--- src/rtl/mac_vector_unit.sv ---
// rtl/mac_vector_unit.sv - pipelined multi-lane signed dot-product MAC with result handshake
// Optional clamping of the result to OUT_WIDTH: define MAC_VECTOR_SATURATE_EN.
module mac_vector_unit #(
    parameter int DATA_WIDTH = 8,
    parameter int LANES      = 4,
    parameter int ACC_WIDTH  = 32,
    parameter int LEN_WIDTH  = 8,
    parameter int OUT_WIDTH  = 16,
    parameter int OUT_SHIFT  = 0
) (
    input  logic                          clk,
    input  logic                          rst_n,
    input  logic                          clear,
    input  logic [LEN_WIDTH-1:0]          len,
    input  logic                          in_valid,
    output logic                          in_ready,
    input  logic [LANES*DATA_WIDTH-1:0]   a_vec,
    input  logic [LANES*DATA_WIDTH-1:0]   b_vec,
    output logic                          out_valid,
    input  logic                          out_ready,
    output logic signed [OUT_WIDTH-1:0]   out_data,
    output logic                          sat,
    output logic                          busy
);

    localparam int PW = 2*DATA_WIDTH + $clog2(LANES);
    localparam logic [1:0] DRAIN_LAST = 2'd3;

    typedef enum logic [1:0] {IDLE, ACCUM, DRAIN, OUT} state_t;

    state_t                        state_q;
    logic signed [ACC_WIDTH-1:0]   acc_q;
    logic signed [PW-1:0]          prod_q;
    logic                          prod_vld_q;
    logic [LEN_WIDTH-1:0]          cnt_q;
    logic [LEN_WIDTH-1:0]          len_q;
    logic [1:0]                    dcnt_q;
    logic                          in_ready_q;
    logic                          out_valid_q;
    logic signed [OUT_WIDTH-1:0]   out_data_q;
    logic                          sat_q;
    logic                          busy_q;

    logic signed [PW-1:0]          prod_sum_d;
    logic signed [DATA_WIDTH-1:0]  a_lane;
    logic signed [DATA_WIDTH-1:0]  b_lane;
    logic signed [2*DATA_WIDTH-1:0] lane_prod;
    logic signed [ACC_WIDTH-1:0]   shifted;
    logic signed [OUT_WIDTH-1:0]   res_d;
    logic                          sat_d;
    logic [LEN_WIDTH-1:0]          len_eff;
    logic [LEN_WIDTH-1:0]          cnt_inc;
    logic                          accept;

    assign in_ready  = in_ready_q;
    assign out_valid = out_valid_q;
    assign out_data  = out_data_q;
    assign sat       = sat_q;
    assign busy      = busy_q;

    assign accept  = in_valid && in_ready_q;
    assign len_eff = (len == '0) ? LEN_WIDTH'(1) : len;
    assign cnt_inc = cnt_q + LEN_WIDTH'(1);
    assign shifted = acc_q >>> OUT_SHIFT;

    always_comb begin
        prod_sum_d = '0;
        a_lane     = '0;
        b_lane     = '0;
        lane_prod  = '0;
        for (int i = 0; i < LANES; i++) begin
            a_lane     = a_vec[i*DATA_WIDTH +: DATA_WIDTH];
            b_lane     = b_vec[i*DATA_WIDTH +: DATA_WIDTH];
            lane_prod  = a_lane * b_lane;
            prod_sum_d = prod_sum_d + PW'(lane_prod);
        end
    end

`ifdef MAC_VECTOR_SATURATE_EN
    logic [ACC_WIDTH-OUT_WIDTH:0] top_bits;
    assign top_bits = shifted[ACC_WIDTH-1:OUT_WIDTH-1];

    // The value fits when every bit above the result sign bit matches it.
    always_comb begin
        res_d = shifted[OUT_WIDTH-1:0];
        sat_d = 1'b0;
        if (!((&top_bits) || !(|top_bits))) begin
            sat_d = 1'b1;
            res_d = top_bits[ACC_WIDTH-OUT_WIDTH] ? {1'b1, {(OUT_WIDTH-1){1'b0}}}
                                                  : {1'b0, {(OUT_WIDTH-1){1'b1}}};
        end
    end
`else
    assign res_d = shifted[OUT_WIDTH-1:0];
    assign sat_d = 1'b0;
`endif

    always_ff @(posedge clk or negedge rst_n) begin
        if (!rst_n) begin
            state_q     <= IDLE;
            acc_q       <= '0;
            prod_q      <= '0;
            prod_vld_q  <= 1'b0;
            cnt_q       <= '0;
            len_q       <= '0;
            dcnt_q      <= '0;
            in_ready_q  <= 1'b0;
            out_valid_q <= 1'b0;
            out_data_q  <= '0;
            sat_q       <= 1'b0;
            busy_q      <= 1'b0;
        end else if (clear) begin
            state_q     <= IDLE;
            acc_q       <= '0;
            prod_q      <= '0;
            prod_vld_q  <= 1'b0;
            cnt_q       <= '0;
            len_q       <= '0;
            dcnt_q      <= '0;
            in_ready_q  <= 1'b1;
            out_valid_q <= 1'b0;
            out_data_q  <= '0;
            sat_q       <= 1'b0;
            busy_q      <= 1'b0;
        end else begin
            prod_vld_q <= accept;
            if (accept)
                prod_q <= prod_sum_d;
            if (prod_vld_q)
                acc_q <= acc_q + ACC_WIDTH'(prod_q);

            case (state_q)
                IDLE: begin
                    in_ready_q <= 1'b1;
                    if (accept) begin
                        len_q  <= len_eff;
                        cnt_q  <= LEN_WIDTH'(1);
                        acc_q  <= '0;
                        busy_q <= 1'b1;
                        dcnt_q <= '0;
                        if (len_eff == LEN_WIDTH'(1)) begin
                            state_q    <= DRAIN;
                            in_ready_q <= 1'b0;
                        end else begin
                            state_q <= ACCUM;
                        end
                    end
                end
                ACCUM: begin
                    if (accept) begin
                        cnt_q <= cnt_inc;
                        if (cnt_inc == len_q) begin
                            state_q    <= DRAIN;
                            in_ready_q <= 1'b0;
                            dcnt_q     <= '0;
                        end
                    end
                end
                // Hold until the last product has passed both pipeline stages.
                DRAIN: begin
                    if (dcnt_q == DRAIN_LAST) begin
                        out_data_q  <= res_d;
                        sat_q       <= sat_d;
                        out_valid_q <= 1'b1;
                        state_q     <= OUT;
                    end else begin
                        dcnt_q <= dcnt_q + 2'd1;
                    end
                end
                OUT: begin
                    if (out_ready) begin
                        out_valid_q <= 1'b0;
                        busy_q      <= 1'b0;
                        in_ready_q  <= 1'b1;
                        state_q     <= IDLE;
                    end
                end
                default: state_q <= IDLE;
            endcase
        end
    end

endmodule
--- config.mk ---
export PLATFORM = sky130hd
export DESIGN_NAME = mac_vector_unit
export DESIGN_NICKNAME = d
export VERILOG_FILES = /design/src/rtl/mac_vector_unit.sv
export SDC_FILE = /design/constraint.sdc
export NUM_CORES = 1
export LEC_CHECK = 0
export CORE_ASPECT_RATIO = 1.4
export CORE_MARGIN = 3
export CORE_UTILIZATION = 40
export DETAILED_ROUTE_END_ITERATION = 7
export GPL_TIMING_DRIVEN = 0
export REMOVE_ABC_BUFFERS = 1
export SLEW_MARGIN = 20
export SYNTH_ARGS = -nofsm -noshare
export SYNTH_HDL_FRONTEND = slang
export SYNTH_SLANG_ARGS = --single-unit
--- constraint.sdc ---
create_clock -name clk -period 3.9 [get_ports clk]
set_input_delay 0.78 -clock clk [delete_from_list [all_inputs] [get_ports clk]]
set_output_delay 0.78 -clock clk [all_outputs]
set_load 0.05 [all_outputs]
==> impl_metrics.py <==
metrics = {
    "run_status": {
        "status": "finished with violations",
        "violations": "negative setup slack",
    },
    "clock_network": {
        "clk_pin_slew_ps": 60,
        "clock-root-buffer": "clkbuf_16",
        "cts.sinks": 72,
        "clk-insertion-delay-late_ps": 330,
        "htreeDepth": 3,
        "numCtsBuffers": 9,
        "clk_path_buf_depth": 2,
        "cts_tree": "built",
    },
    "finish": {
        "antenna_cells": 0,
        "nets": 2103,
        "design_area_um2": 17090,
        "final_core_util_pct": 48.73,
        "finalNonFillerCells": 2078,
        "drive_gt1_share_pct": 18.62,
        "area.growth.synth_to_final_pct": 19.62,
    },
    "setup_path": {
        "r2r_slack_ps": 1260,
        "r2r-end": "in_ready",
        "reg2reg_depth": 8,
        "path_cells": "buf_12 > and2_4 > buf_8 > buf_12 > fa_1 > fa_1 > fa_2 > fa_1 > fa_1 > fa_2 > fa_1 > inv_1 > fa_1 > inv_2 > ha_4 > a21oi_4 > o21bai_4 > a21o_1 > a31oi_2 > buf_4 > xnor2_2 > nand2_1 > a21oi_1",
        "crit_path_max_incr_delay_ps": 590,
        "cp_max_fo": 6,
        "endpoint_kind": "register",
        "r2r_start": "cnt_q[0]",
        "crit_top_cell": "fa_1",
        "cp_slowest_cell": "fa_2",
        "crit_type": "primary input to register",
        "worstPathRequired_ps": 4160,
        "cp_data_arrival_time_ps": 6760,
        "critPathLaunchType": "primary input",
    },
    "routing": {
        "wl_per_cell_um": 15.95,
        "drt_first_pass_iters": 6,
        "drt_wl_total_um": 33140,
        "met3WireLength_um": 429,
        "vias": 10010,
        "wl_met1_um": 12180,
        "dr_wl_met2_um": 19400,
        "drtIter0Drc": 450,
        "drcViolationCount": 0,
        "highest_layer": "met4",
        "vias_per_cell": 4.819,
        "antenna_left": 0,
    },
    "die": {
        "die_h_um": 229.6,
        "rows": 81,
        "coreArea_um2": 35070,
        "start_util_pct": 40.73,
        "die_w_um": 165.7,
        "ios": 97,
        "die_area_um2": 38040,
    },
    "timing": {
        "fin_crit_ps": 6501,
        "finalCritPeriodShare_pct": 166.7,
        "tightest_slew_ps": 895.4,
        "setup_viol": 13,
        "setup_slack_ps": -2601,
        "tns_ps": -27800,
        "relSlewSlack_pct": 40.16,
        "timing.fmax_mhz": 153.8,
        "fin_skew_ps": 5.732,
        "slew_viol_final": 0,
        "grt_setup_unrepaired": "true",
        "hold_viol": 0,
    },
    "logic_synthesis": {
        "synthesis.area_um2": 14280,
        "synth_top_family_by_area": "adder cells",
        "synth-adder-area-share_pct": 51.03,
        "synth_compound_area_share_pct": 6.500,
        "ys.flop_type": "dfrtp_1",
        "ys_top_cells_by_area": "fa_1 (41%), dfrtp_1 (13%), ha_1 (10%)",
        "synth_top_area_share_pct": 40.78,
        "synthSimpleGateAreaFrac_pct": 14.79,
        "synth_xor_area_share_pct": 4.029,
        "synth.avg_cell_area_um2": 9.574,
        "synth_seq_area_share_pct": 12.61,
        "ys_async_sr_fraction_pct": 100.0,
        "synth_area_leader_cell": "fa_1",
        "yosysUniqueCellTypes": 51,
        "netlist_instances": 1492,
        "synthMuxAreaShare_pct": 0.8409,
        "synth_edf_count": 0,
        "yosys_warnings": 0,
        "synth_seq_cells": 72,
    },
    "min_path": {
        "hold_class": "primary input to async pin",
    },
    "global_route": {
        "grt_pass1_vias": 11430,
        "grt_start_max_net_pins": 48,
        "antenna_found_initial": 0,
        "grt_pass1_wl_um": 56560,
        "grt_usage_pct": 18.36,
        "grt-ovfl-total": 0,
    },
    "placed_design": {
        "dpl_cell_area_um2": 15790,
        "dpl.hpwl_um": 28550,
        "port-buffer-count": 95,
        "dp_cells": 2029,
        "gp_congestion": 0.8484,
    },
    "flow_run": {
        "max-cap-violations": 0,
    },
}
## worst max-delay path: cells and delay by family
family          cells  cell delay (ps)
fa+ha+maj           9             4250
compound gates      5              780
buf+inv             6              620
simple gates        2              220
xor+xnor            1               90
## cell families (layout without fill, tap and decap cells)
kind of cell             Yosys count  count (layout)
buffers and inverters            386             516
AND/OR/NAND/NOR                  409             409
flip-flops                        72              72
other                              1               1
adder cells (fa/ha/maj)          408             408
multiplexers                      12              12
XOR/XNOR                          62              62
AO/OA/AOI/OAI                    142             142
## layer usage
metal / vias to the layer above / GRT usage (%)
met5: - / 0
met4: 0 / 6.112
met3: 44 / 0.7424
met2: 117 / 37.29
met1: 5108 / 20.13
li1: 4745 / -
## registers in the layout (all words and copies together), names as in the netlist, 2 cells and up
register and flops:
out_data 16, len_q 8, acc_q 16, dcnt_q 2, cnt_q 8, state_q 2
prod_q 16
## per-stage QoR
| step | setup WS [ps] | hold WS (ps) |
|---|---|---|
| 2_1_floorplan | -3048 | 468.3 |
| 5_1_grt | -2822 | 372.9 |
| 3_3_place_gp | -4263 | 486.4 |
| 3_5_place_dp | -4248 | 493.9 |
| 4_1_cts | -2592 | 359.9 |
| 6_report | -2601 | 360.9 |
## timing repair
action | 4_1_cts | 5_1_grt
setup endpoints to repair | 14 | 14
resized for setup | 563 | 62
buffers inserted | 32 | 3
hold buffers | 0 | 0
pin swaps | 153 | 94
## worst max-delay path by stage
stage	depth (start not counted)	start	end	slack (ps)
2_1_floorplan	21	b_vec[8]	prod_q[15]	-3050
3_3_place_gp	22	a_vec[15]	prod_q[15]	-4260
3_5_place_dp	22	a_vec[15]	prod_q[15]	-4250
4_1_cts	25	a_vec[15]	prod_q[13]	-2590
5_1_grt	22	a_vec[23]	prod_q[15]	-2820
6_report	23	a_vec[15]	prod_q[13]	-2600
## final cells by class
cell class | instances | area (um2)
clock buffer | 13 | 280.3
timing repair buffer | 131 | 1313
clock inverter | 2 | 12.51
multi-input combinational | 1034 | 11710
fill | 3383 | 17980
inverter | 370 | 1396
tap | 456 | 570.5
sequential | 72 | 1802
## synthesized netlist by cell type (all sizes together) (11+ instances only)
library cell    n
inv           370
fa            291
and2          154
nand2         137
ha            117
dfrtp          72
xnor2          50
nor2           45
a21oi          44
o21ai          30
nand2b         20
a22o           17
a21o           14
clkbuf         14
mux2i          12
nor2b          11
## layout by cell type (no fill, tap or decap), types with 39 or more instances in the layout
cell type,netlist,routed
and2_1,153,114
and2_4,0,39
buf_4,1,43
dfrtp_1,72,72
fa_1,291,268
ha_1,117,97
inv_1,370,330
nand2_1,137,122
nor2_1,44,42
xnor2_1,50,47
Power is left out: the tool's default activity adds up to more than one toggle a clock period on the data nets, which glitch-free logic cannot reach.
